$ cat config.mk
export PLATFORM = sky130hd
export DESIGN_NAME = ece593w26_div
export DESIGN_NICKNAME = d
export VERILOG_FILES = /design/src/rtl/ece593w26_div.sv
export SDC_FILE = /design/constraint.sdc
export NUM_CORES = 1
export LEC_CHECK = 0
export CORE_AREA = 2 2 88 90
export DETAILED_ROUTE_END_ITERATION = 8
export DIE_AREA = 0 0 90 92
export PLACE_DENSITY = 0.76
export SYNTH_ARGS = -nofsm -noshare
export SYNTH_HDL_FRONTEND = slang
export SYNTH_SLANG_ARGS = --single-unit
$ cat constraint.sdc
create_clock -name clk -period 7.15 [get_ports clk]
set_clock_uncertainty 0.1 [all_clocks]
set_input_delay 1.0725 -clock clk [delete_from_list [all_inputs] [get_ports clk]]
set_output_delay 1.0725 -clock clk [all_outputs]
set_load 0.1 [all_outputs]
$ cat src/rtl/ece593w26_div.sv
// ece593w26_div -- sequential signed restoring divider.
//
// Takes a two's-complement dividend/divisor pair on a start pulse, works on
// unsigned magnitudes one quotient bit per clock, then applies the signs:
// the quotient truncates toward zero and the remainder takes the dividend's sign.
//
// Ports:
//   clk, rst              clock, asynchronous active-high reset
//   start                 request, accepted only while idle
//   dividend, divisor     signed operands, captured when start is accepted
//   busy                  operation in progress
//   done                  one-cycle pulse when the result registers update
//   quotient, remainder   signed results, held until the next done
//   div_by_zero, overflow status of the last completed op, held until next done
module ece593w26_div #(
    parameter int WIDTH = 8
) (
    input  logic             clk,
    input  logic             rst,
    input  logic             start,
    input  logic [WIDTH-1:0] dividend,
    input  logic [WIDTH-1:0] divisor,
    output logic             busy,
    output logic             done,
    output logic [WIDTH-1:0] quotient,
    output logic [WIDTH-1:0] remainder,
    output logic             div_by_zero,
    output logic             overflow
);

    localparam int CW = $clog2(WIDTH + 1);
    localparam logic [WIDTH-1:0] ZERO = '0;
    localparam logic [WIDTH-1:0] MINV = {1'b1, {(WIDTH-1){1'b0}}};

    typedef enum logic [1:0] {IDLE, PREP, DIV, FIX} state_t;

    state_t           state_q, state_d;
    logic [WIDTH-1:0] dvd_q, dvd_d;      // captured dividend (sign kept in MSB)
    logic [WIDTH-1:0] dvs_q, dvs_d;      // captured divisor
    logic             qneg_q, qneg_d;
    logic             zero_q, zero_d;
    logic             ovf_q, ovf_d;
    logic [WIDTH:0]   pr_q, pr_d;        // partial remainder, one guard bit
    logic [WIDTH-1:0] qm_q, qm_d;        // dividend magnitude, becomes quotient magnitude
    logic [WIDTH-1:0] sm_q, sm_d;        // divisor magnitude
    logic [CW-1:0]    cnt_q, cnt_d;
    logic             busy_q, busy_d;
    logic             done_q, done_d;
    logic [WIDTH-1:0] quot_q, quot_d;
    logic [WIDTH-1:0] rem_q, rem_d;
    logic             dbz_q, dbz_d;
    logic             ovfo_q, ovfo_d;

    logic [WIDTH:0]   pr_sh, trial;

    always_ff @(posedge clk or posedge rst) begin
        if (rst) begin
            state_q <= IDLE;
            dvd_q   <= '0;
            dvs_q   <= '0;
            qneg_q  <= 1'b0;
            zero_q  <= 1'b0;
            ovf_q   <= 1'b0;
            pr_q    <= '0;
            qm_q    <= '0;
            sm_q    <= '0;
            cnt_q   <= '0;
            busy_q  <= 1'b0;
            done_q  <= 1'b0;
            quot_q  <= '0;
            rem_q   <= '0;
            dbz_q   <= 1'b0;
            ovfo_q  <= 1'b0;
        end else begin
            state_q <= state_d;
            dvd_q   <= dvd_d;
            dvs_q   <= dvs_d;
            qneg_q  <= qneg_d;
            zero_q  <= zero_d;
            ovf_q   <= ovf_d;
            pr_q    <= pr_d;
            qm_q    <= qm_d;
            sm_q    <= sm_d;
            cnt_q   <= cnt_d;
            busy_q  <= busy_d;
            done_q  <= done_d;
            quot_q  <= quot_d;
            rem_q   <= rem_d;
            dbz_q   <= dbz_d;
            ovfo_q  <= ovfo_d;
        end
    end

    // One restoring step: shift {pr, qm} left, trial-subtract the divisor magnitude.
    assign pr_sh = {pr_q[WIDTH-1:0], qm_q[WIDTH-1]};
    assign trial = pr_sh - {1'b0, sm_q};

    always_comb begin
        state_d = state_q;
        dvd_d   = dvd_q;
        dvs_d   = dvs_q;
        qneg_d  = qneg_q;
        zero_d  = zero_q;
        ovf_d   = ovf_q;
        pr_d    = pr_q;
        qm_d    = qm_q;
        sm_d    = sm_q;
        cnt_d   = cnt_q;
        busy_d  = busy_q;
        done_d  = 1'b0;
        quot_d  = quot_q;
        rem_d   = rem_q;
        dbz_d   = dbz_q;
        ovfo_d  = ovfo_q;

        unique case (state_q)
            IDLE: begin
                if (start) begin
                    dvd_d   = dividend;
                    dvs_d   = divisor;
                    qneg_d  = dividend[WIDTH-1] ^ divisor[WIDTH-1];
                    zero_d  = (divisor == ZERO);
                    ovf_d   = (dividend == MINV) && (divisor == '1);
                    busy_d  = 1'b1;
                    state_d = (divisor == ZERO) ? FIX : PREP;
                end
            end
            PREP: begin
                // Negating MINV yields 2^(WIDTH-1), which is the correct unsigned magnitude.
                qm_d    = dvd_q[WIDTH-1] ? (ZERO - dvd_q) : dvd_q;
                sm_d    = dvs_q[WIDTH-1] ? (ZERO - dvs_q) : dvs_q;
                pr_d    = '0;
                cnt_d   = CW'(WIDTH);
                state_d = DIV;
            end
            DIV: begin
                if (!trial[WIDTH]) begin
                    pr_d = trial;
                    qm_d = {qm_q[WIDTH-2:0], 1'b1};
                end else begin
                    pr_d = pr_sh;
                    qm_d = {qm_q[WIDTH-2:0], 1'b0};
                end
                cnt_d = cnt_q - CW'(1);
                if (cnt_q == CW'(1)) state_d = FIX;
            end
            FIX: begin
                if (zero_q) begin
                    quot_d = '1;
                    rem_d  = dvd_q;
                    dbz_d  = 1'b1;
                    ovfo_d = 1'b0;
                end else begin
                    quot_d = qneg_q ? (ZERO - qm_q) : qm_q;
                    rem_d  = dvd_q[WIDTH-1] ? (ZERO - pr_q[WIDTH-1:0]) : pr_q[WIDTH-1:0];
                    dbz_d  = 1'b0;
                    ovfo_d = ovf_q;
                end
                done_d  = 1'b1;
                busy_d  = 1'b0;
                state_d = IDLE;
            end
            default: state_d = IDLE;
        endcase
    end

    assign busy        = busy_q;
    assign done        = done_q;
    assign quotient    = quot_q;
    assign remainder   = rem_q;
    assign div_by_zero = dbz_q;
    assign overflow    = ovfo_q;

endmodule
# Word-level counts from Yosys, hierarchy flattened
# Cells that the tools add are included.
# W data, S select, Z words.
classes:
  addsub: 6
  n_mul: 0
  div_mod_pow: 0
  order_cmp: 0
  n_eq_ne: 8
  shifts: 0
  mux: 20
  n_bitwise: 1
  n_reduce_logical: 8
op_table:
  columns: ["op", "n"]
  rows:
  - ["$mux W8", 7]
  - ["$pmux W8 S2", 2]
  - ["$sub A1 B8 Y8 const A", 4]
  - ["$eq A8 B8 Y1 const B", 2]
  - ["$sub A9 B8 Y9", 1]
  - ["$logic_not A8 Y1", 1]
  - ["$pmux W2 S4", 1]
  - ["$pmux W4 S2", 1]
  - ["$mux W2", 3]
  - ["$reduce_and A2 Y1", 3]
  - ["$mux W1", 5]
  - ["$eq A2 B2 Y1 const B", 2]
  - ["$eq A4 B1 Y1 const B", 1]
  - ["$ne A2 B2 Y1 const B", 2]
  - ["$reduce_bool A2 Y1", 2]
  - ["$sub A4 B1 Y4 const B", 1]
  - ["$eq A2 B1 Y1 const B", 1]
  - ["$logic_not A2 Y1", 1]
  - ["$pmux W1 S2", 1]
  - ["$logic_and A1 B1 Y1", 1]
  - ["$xor A1 B1 Y1", 1]
word_totals:
  register_bits: 69
  latchBits: 0
  mem_bits_rw: 0
  rom_bits: 0
  in_bits: 19
  out_inout_bits: 20
  word_cells: 59
  n_memories: 0

# Depth between registers and ports, before layout
# Gate-level depths: netlist of the first run.
logic_depth:
  ltp_word: 4
  depth_mapped: 10
  depth_no_buf: 9

# Worst setup path before layout of the first run
# No wires, ideal clock.
synth_path:
  path_type: "register to register"
  start: "register qm_q[7]"
  end: "register pr_q[2]"
  setup_ns: 0.121
  t_arrival_ns: 2.164
  t_required_ns: 6.929
  setup_slack_ns: 4.765
  stages_incl_launch_ff: 11
  n_path_buf: 1
  period_less_slack_ns: 2.385
  cell_sequence: "dfrtp_1 > inv_1 > ha_1 > inv_1 > fa_1 > a211oi_4 > o211ai_2 > a221oi_2 > buf_6 > mux2i_1 > a22o_1"
synth_via:
  elab_chain_cells: 3
synth_lines:
  columns: ["item", "line_no", "rtl"]
  rows:
  - ["from (decl)", "44", "logic [WIDTH-1:0] qm_q, qm_d;"]
  - ["from (signal assigned)", "82", "qm_q <= qm_d;"]
  - ["$sub A9 B8 Y9", "96", "assign trial = pr_sh - {1'b0, sm_q};"]
  - ["$mux W8", "137", "if (!trial[WIDTH]) begin"]
  - ["$pmux W8 S2", "116", "unique case (state_q)"]
  - ["to (signal assigned)", "81", "pr_q <= pr_d;"]
  - ["to (decl)", "43", "logic [WIDTH:0] pr_q, pr_d;"]
# Every way passes these cells.
# A chain may end at the register's enable or synchronous reset.

# Worst setup path after layout of the first run
layout_path:
  start: "register qm_q[7]"
  end: "register pr_q[5]"
# Same word-level chain as after synthesis.

==> out/metrics.yaml, run 1 <==
start_util_pct: 52.9
drive_gt1_share_pct: 12.8
maxCapViolCount: 0
ff2ff_setup_slack_ns: 4.03
avgSynthCellArea_um2: 9.85
cts_buffer_depth: 2
status: "complete, no violations"
drtPass1Iterations: 4
r2r-start: "qm_q[7]"
r2r-end: "pr_q[5]"
rsz0062_at_grt: "false"
max_freq_mhz: 321
synth_seq_cells: 69
async_reset_ff_share_pct: 100
synth_area_um2: 3940
required_ns: 7.32
synth_top_area_share_pct: 43.8
synth_nets: 438
cp_max_fo: 11
overflow: 0
h-tree-depth: 3
wire_per_inst_um: 15.6
placed_cells: 525
finalNonFillerCells: 541
die_x_um: 90
report.final.hold_viol_count: 0
yosys.area.top_type: "dfrtp_1"
tightest_slew_ns: 1.01
fp.coreArea_um2: 7450
ys_warn_count: 0
nets: 472
gp_congestion: 0.825
drt-total-wl_mm: 8.43
fin_tns_setup_ns: 0
num_vias: 3053
leakage_nw: 1.94
crit_path_end: "pr_q[5]"
min-delay-path-class: "flop to flop"
clk_latency_ns: 0.36
setup_viol: 0
fp-row-count: 32
area_growth_pct: 16.5
cts_made_buffers: 9
numClockSinks: 69
endpoint_kind: "flop"
synth_edf_count: 0
cp-start-kind: "flop"
pre_cts_ws_ns: 4.08
first_global_vias: 2976
die_area_um2: 8280
min_period_ns: 3.12
grt_pass1_wl_mm: 14.4
worst-r2r-cell-count: 9
relSlewSlack_pct: 32.4
power.density_nw_per_um2: 495
synthFlopType: "dfrtp_1"
cts_setup_buffers: 0
fin_crit_sh_pct: 43.6
path_clk_slew_ns: 0.08
utilization_pct: 61.6
synth_cells: 400
cp.arrival_ns: 3.29
grt_util_all_layers_pct: 21.9
ys_seq_area_share_pct: 43.8
cts_resized: 0
ir_drop_mv: 0.273
ys_types: 50
drc: 0
io_buffers: 38
viasPerCell: 5.64
layout_setup_ws_ns: 4.03
post-dp-hpwl_mm: 6.08
cts_hold_buf: 0
crit_start: "qm_q[7]"
die_h_um: 92
drv_slew: 0
drt_iter0_drc: 132
clockRootBuffer: "clkbuf_8"
antenna_found_initial: 0
cts_tree: "done"
ioPinCount: 39
grt_max_degree: 70
path_class: "flop to flop"
ys_top_cells_by_area: "dfrtp_1 (44%), mux2_2 (8.3%), ha_1 (5.7%)"
antennaDiodeCount: 0
ant_nets: 0
placed cells by master (no fill, tap or decap), drive strengths merged, types with 7 or more instances in the layout:
cell type / instances
nor2: 29
nor2b: 9
clkbuf: 11
o31ai: 8
dfrtp: 69
mux2i: 12
o22ai: 7
o21ai: 29
nand2: 36
ha: 18
mux2: 29
a21oi: 27
xnor2: 12
xor2: 14
clkdlybuf4s50: 38
inv: 29
worst min-delay path by stage:
stage | from | to | cells past startpoint
6_report | ovf_q | ovf_q | 2
2_1_floorplan | ovf_q | ovf_q | 2
3_5_place_dp | ovf_q | ovf_q | 2
4_1_cts | ovf_q | ovf_q | 2
5_1_grt | ovf_q | ovf_q | 2
3_3_place_gp | ovf_q | ovf_q | 2
routing by layer:
metal / up-vias / global-route usage (%) / part of all wire (%)
li1: 1471 / - / -
met1: 1498 / 28.8 / 44
met2: 71 / 36.0 / 49
met3: 13 / 5.51 / 5.2
met4: 0 / 6.41 / 1.5
met5: - / 0 / 0
flip-flops by register name, summed over array words and instances, names as in the netlist:
signal / flops
busy: 1
zero_q: 1
div_by_zero: 1
qm_q: 8
done: 1
overflow: 1
dvs_q: 8
ovf_q: 1
qneg_q: 1
dvd_q: 8
cnt_q: 4
remainder: 8
quotient: 8
sm_q: 8
pr_q: 8
state_q: 2
power breakdown:
part / internal (W) / total, W / switching (W)
registers: 0.000550 / 0.000724 / 0.000175
logic: 0.000450 / 0.00122 / 0.000766
clock network: 0.000171 / 0.000330 / 0.000159
through the flow:
| stage | area [um2] | power [W] | hold slack, ns |
|---|---|---|---|
| 5_1_grt | 4590 | 0.00243 | 0.448 |
| 4_1_cts | 4590 | 0.00228 | 0.412 |
| 6_report | 4590 | 0.00227 | 0.412 |
| 2_1_floorplan | 3940 | 0.00166 | 0.344 |
| 3_5_place_dp | 4390 | 0.00195 | 0.394 |
| 3_3_place_gp | 4390 | 0.00191 | 0.384 |
cells in the mapped netlist, types with 2 or more instances:
library cell,instances
nand2_1,36
a21boi_0,3
nor2b_1,9
o21ai_0,28
nor4_1,3
mux2i_1,12
mux2_2,29
a31oi_1,2
o31ai_1,8
dfrtp_1,69
or3_1,5
o211ai_1,3
nor2_1,29
a22o_1,3
xor2_1,14
a221oi_2,2
clkbuf_1,13
nand3_1,5
nand2b_1,2
nor3b_1,2
buf_1,2
a21oi_2,2
nand4_1,2
a211oi_1,2
xnor2_1,12
a21oi_1,25
nor4b_1,2
inv_1,28
o22ai_1,7
ha_1,18
nor3_1,4
kinds of logic (layout without fill, tap and decap cells):
logic type	count (synthesis)	count (layout)	share of synthesized area [%]
xor gates and xnor gates	26	26	5.78
AOI/OAI and AO/OA	95	95	15.7
buffers and inverters	46	85	4.60
muxes	41	41	11.3
DFF	69	69	43.8
and+or+nand+nor	104	104	12.5
adders and majority gates	19	19	6.22
critical path, stage by stage, from the launching register on:
cell and delay (ns):
dfrtp_1 0.40, inv_1 0.10, ha_1 0.16, inv_1 0.05, fa_1 0.43, a211oi_4 0.30, o211ai_2 0.13, a221oi_2 0.87
o21ai_0 0.27, o211ai_1 0.22
area by class of cell:
class,instances,area (um2)
Clock buffer,11,141
Timing Repair Buffer,40,395
Clock inverter,5,58.8
Multi-Input combinational cell,285,2030
Inverter,29,109
Sequential cell,69,1730
Fill cell,648,2860
Tap cell,102,128
Note: power is estimated with default switching activity, not from simulation.
==> inputs of run 2 (changes only) <==
- CORE_AREA: 2 2 88 90 -> 2 2 91 93
- DIE_AREA: 0 0 90 92 -> 0 0 93 95
- PLACE_DENSITY: 0.76 -> 0.75
- clock period: 7.15 -> 2.5 ns (I/O delays scaled with it)
==> run 2 against run 1 <==
The run now ends with setup timing left; via count is 0.20% higher; maximum frequency is 25% higher; worst hold slack worse by 0.13 ns; critical path depth is 1 higher; worst setup slack worse by 4.0 ns; flip-flop and latch count stayed put; die area is 6.7% higher; core utilization is 2.1 points lower; count of clock-buffer cells in the layout is 1 higher; first-iteration DRC count is 0.76% higher; largest cell class unchanged.
==> out/metrics.yaml, run 2 (synthesis gave the netlist of run 1 again) <==
dr.max_layer_used: "met4"
wl_met1_mm: 4.02
relSlewSlack_pct: 57.3
antenna_found_initial: 0
drv_slew: 0
die_h_um: 95
layout_commonest_cell: "dfrtp_1"
die_area_um2: 8840
maxCapViolCount: 0
first_global_vias: 2993
clockRootBuffer: "clkbuf_8"
cp.arrival_ns: 2.62
dr_wl_met2_mm: 4.11
dpl_cell_area_um2: 4440
required_ns: 2.62
fillers: 704
min-delay-path-class: "primary input to async pin"
antennaDiodeCount: 0
setup_viol: 1
cts_tree: "done"
dr_wl_met3_um: 374
h-tree-depth: 3
drt_iter0_drc: 133
path_clk_slew_ns: 0.08
start_util_pct: 49.7
cp-start-kind: "flop"
post-dp-hpwl_mm: 6.30
utilization_pct: 59.6
endpoint_kind: "flop"
num_vias: 3059
io_buffers: 38
power.density_nw_per_um2: 1420
drive_gt1_share_pct: 21.6
drt-total-wl_mm: 8.67
fp.coreArea_um2: 7930
nets: 487
ioPinCount: 39
fin_tns_setup_ns: -0.00319
rsz0062_at_grt: "true"
fin_crit_sh_pct: 100
die_x_um: 93
max_freq_mhz: 399
drtPass1Iterations: 4
area_growth_pct: 19.8
min_period_ns: 2.50
grt_max_degree: 43
cts_made_buffers: 9
numClockSinks: 69
placed_cells: 537
overflow: 0
layout_setup_ws_ns: -0.00319
path_class: "flop to flop"
fp-row-count: 33
wire_per_inst_um: 15.5
ant_nets: 0
cp_max_fo: 6
viasPerCell: 5.47
finalNonFillerCells: 559
clk_latency_ns: 0.36
grt_pass1_wl_mm: 14.3
report.final.hold_viol_count: 0
ir_drop_mv: 0.891
tightest_slew_ns: 0.638
violations: "setup timing"
cts_hold_buf: 0
drc: 0
gp_congestion: 0.817
status: "finished, violations left"
stdcell_area_um2: 4720
grt_util_all_layers_pct: 21.0
leakage_nw: 2.06
final_cell_mix: "dfrtp_1 (69), nand2_1 (36), buf_4 (34)"
cts_buffer_depth: 2
run 2: cell types whose count changed in the layout (fill, tap and decap cells not counted), sizes merged:
cell           before  now
buf                 2   37
clkbuf             11   12
clkdlybuf4s50      38   18
clkinv              2    3
clkinvlp            2    1
inv                29   28
run 2: layout make-up:
class                           instances  area, um2  area share (%)
Tap cell                              105        131            2.78
Timing Repair Buffer                   55        480            10.2
Inverter                               29        109            2.31
Multi-Input combinational cell        285       2050            43.5
Sequential cell                        69       1730            36.6
Clock inverter                          4       55.1            1.17
Clock buffer                           12        165            3.50
run 2: power breakdown:
part,switching [W],total [W],leakage [nW],internal (W)
clock,0.000429,0.000975,0.109,0.000545
sequential,0.000499,0.00207,0.845,0.00157
combinational,0.00227,0.00364,1.11,0.00137
total,0.00319,0.00669,2.06,0.00349
run 2: path summary, 6_finish.rpt:
kind | start | endpoint | slack [ns] | depth (start not counted)
setup reg to reg | qm_q[7] | pr_q[1] | -0.003 | 10
hold / removal | rst | cnt_q[0] | 0.28 | 3
max in group asynchronous | rst | dvd_q[5] | 1.78 | 3
min in group clk | remainder[3] | remainder[3] | 0.41 | 1
setup / recovery | qm_q[7] | pr_q[1] | -0.003 | 10
hold reg to reg | remainder[3] | remainder[3] | 0.41 | 1
run 2: worst max-delay path, stage by stage (launching register included):
cell      delay (ns)
dfrtp_1         0.39
inv_2           0.08
ha_4            0.13
inv_2           0.03
fa_2            0.36
a211oi_4        0.28
o211ai_2        0.14
a221oi_2        0.32
buf_4           0.24
mux2i_2         0.22
o22ai_1         0.10
run 2: stage by stage:
| stage | hold WS [ns] | power [W] | setup WS [ns] |
|---|---|---|---|
| finish | 0.281 | 0.00669 | -0.00319 |
| global route | 0.302 | 0.00713 | -0.118 |
| CTS | 0.284 | 0.00664 | -0.0355 |
| detailed placement | 0.398 | 0.00560 | -0.0413 |
| floorplan | 0.344 | 0.00475 | 0.115 |
| global placement | 0.394 | 0.00550 | 0.0605 |
run 2: layer usage:
metal / GRT usage, % / vias to the layer above
li1: - / 1506
met1: 27.8 / 1460
met2: 34.2 / 78
met3: 3.83 / 15
met4: 8.33 / 0
met5: 0 / -
run 2: what timing repair did:
item | 4_1_cts | 5_1_grt
gates resized for setup | 4 | 4
setup buffers | 4 | 1
cloned | 1 | 0
endpoints found under the setup margin | 5 | 9
pin swaps | 6 | 7
==> inputs of run 3 (changes only) <==
- CAP_MARGIN: unset -> 20
- RECOVER_POWER: unset -> 50
==> run 3 against run 2 <==
Sequential share of layout area grew 0.36 points; design area shrank 0.98%; core utilization shrank 0.58 points; sequential power is essentially flat; total power shrank 0.46%; flip-flop and latch count is the same; the run now ends clean; worst hold slack gained 0.13 ns; die area is the same; largest power group unchanged; first-iteration DRC count grew 24%; clock power shrank 0.5%; maximum frequency grew 0.20%.
==> out/metrics.yaml, run 3 (synthesis gave the netlist of run 1 again) <==
dr_wl_met3_um: 414
die_x_um: 93
seq_area_um2: 1730
wl_met1_mm: 3.90
cp-start-kind: "flop"
ant_nets: 0
io_buffers: 38
post-dp-hpwl_mm: 6.30
ioPinCount: 39
drv_slew: 0
overflow: 0
gp_congestion: 0.817
ff2ff_setup_slack_ns: 0.002
multiInputGateArea_um2: 2050
h-tree-depth: 3
hold_end: "remainder[3]"
drive_gt1_share_pct: 20.3
layout_setup_ws_ns: 0.00170
start_util_pct: 49.7
power.density_nw_per_um2: 1420
report.final.hold_viol_count: 0
r2r-end: "pr_q[1]"
cp.arrival_ns: 2.61
required_ns: 2.62
drtPass1Iterations: 5
cts_made_buffers: 9
endpoint_kind: "flop"
first_global_vias: 2993
fin_tns_setup_ns: 0
worst-r2r-cell-count: 10
path_clk_slew_ns: 0.08
cp_max_fo: 6
cts_tree: "done"
numClockSinks: 69
finalNonFillerCells: 559
tightest_slew_ns: 1.39
die_area_um2: 8840
grt_util_all_layers_pct: 21.0
path_class: "flop to flop"
leakage_nw: 2.03
maxCapViolCount: 0
fillers: 711
grt_max_degree: 43
nets: 487
fin_crit_sh_pct: 99.9
clockRootBuffer: "clkbuf_8"
holdPathStages: 1
pre_cts_ws_ns: -0.0413
min_period_ns: 2.50
status: "complete, no violations"
fp.coreArea_um2: 7930
max_freq_mhz: 400
r2r-start: "qm_q[7]"
area_growth_pct: 18.7
fp-row-count: 33
wire_per_inst_um: 15.4
min-delay-path-class: "flop to flop"
drt_iter0_drc: 165
dr_wl_met2_mm: 4.13
layout_commonest_cell: "dfrtp_1"
clk_latency_ns: 0.35
ir_drop_mv: 0.879
antenna_found_initial: 0
die_h_um: 95
num_vias: 3054
setup_viol: 0
whs_ns: 0.409
viasPerCell: 5.46
placed_cells: 537
antennaDiodeCount: 0
rsz0062_at_grt: "true"
final_cell_mix: "dfrtp_1 (69), nand2_1 (36), buf_4 (30)"
hold_path.startpoint: "remainder[3]"
grt_pass1_wl_mm: 14.3
drc: 0
drt-total-wl_mm: 8.61
cts_buffer_depth: 2
dr.max_layer_used: "met4"
relSlewSlack_pct: 7.25
run 3: routing by layer:
layer	GRT usage (%)	vias up
met1	27.8	1459
met4	8.33	0
met2	34.2	77
li1	-	1506
met3	3.83	12
met5	0	-
run 3: worst max-delay path by stage:
stage / from / end / slack, ns / depth (start not counted)
2_1_floorplan: qm_q[7] / pr_q[2] / 0.12 / 10
3_3_place_gp: qm_q[7] / pr_q[1] / 0.06 / 10
3_5_place_dp: qm_q[7] / pr_q[0] / -0.04 / 10
4_1_cts: qm_q[7] / pr_q[1] / -0.04 / 10
5_1_grt: qm_q[7] / pr_q[1] / -0.12 / 10
6_report: qm_q[7] / pr_q[1] / 0.002 / 10
run 3: power breakdown:
part / internal [W] / switching, W
clock: 0.000546 / 0.000424
sequential: 0.00157 / 0.000496
combinational: 0.00135 / 0.00227
total: 0.00347 / 0.00319
run 3: area by class of cell:
cell class | count | share of cell area [%]
Timing Repair Buffer | 55 | 9.29
Tap cell | 105 | 2.81
Clock buffer | 12 | 3.53
Sequential cell | 69 | 36.9
Multi-Input combinational cell | 285 | 43.9
Inverter | 29 | 2.33
Clock inverter | 4 | 1.18
run 3: critical path, stage by stage, from the launching register on:
cell and delay (ns):
dfrtp_1 0.39, inv_2 0.08, ha_4 0.13, inv_2 0.03
fa_2 0.36, a211oi_4 0.28, o211ai_2 0.14, a221oi_2 0.32
buf_4 0.24, mux2i_2 0.22, o22ai_1 0.10
run 3: metrics by stage:
stage,power [W],util (%),instance area (um2)
2_1_floorplan,0.00475,-,3940
3_3_place_gp,0.00550,56.0,4440
3_5_place_dp,0.00560,56.0,4440
4_1_cts,0.00664,59.2,4700
5_1_grt,0.00711,59.0,4680
6_report,0.00665,59.0,4680
run 3: what timing repair did:
| item | CTS | global route |
|---|---|---|
| pin swaps | 6 | 7 |
| endpoints found under the setup margin | 5 | 9 |
| hold buffers | 0 | 0 |
| resized for setup | 4 | 4 |
| setup buffers | 4 | 1 |
| gates cloned | 1 | 0 |
| endpoints found under the hold margin | 0 | 0 |
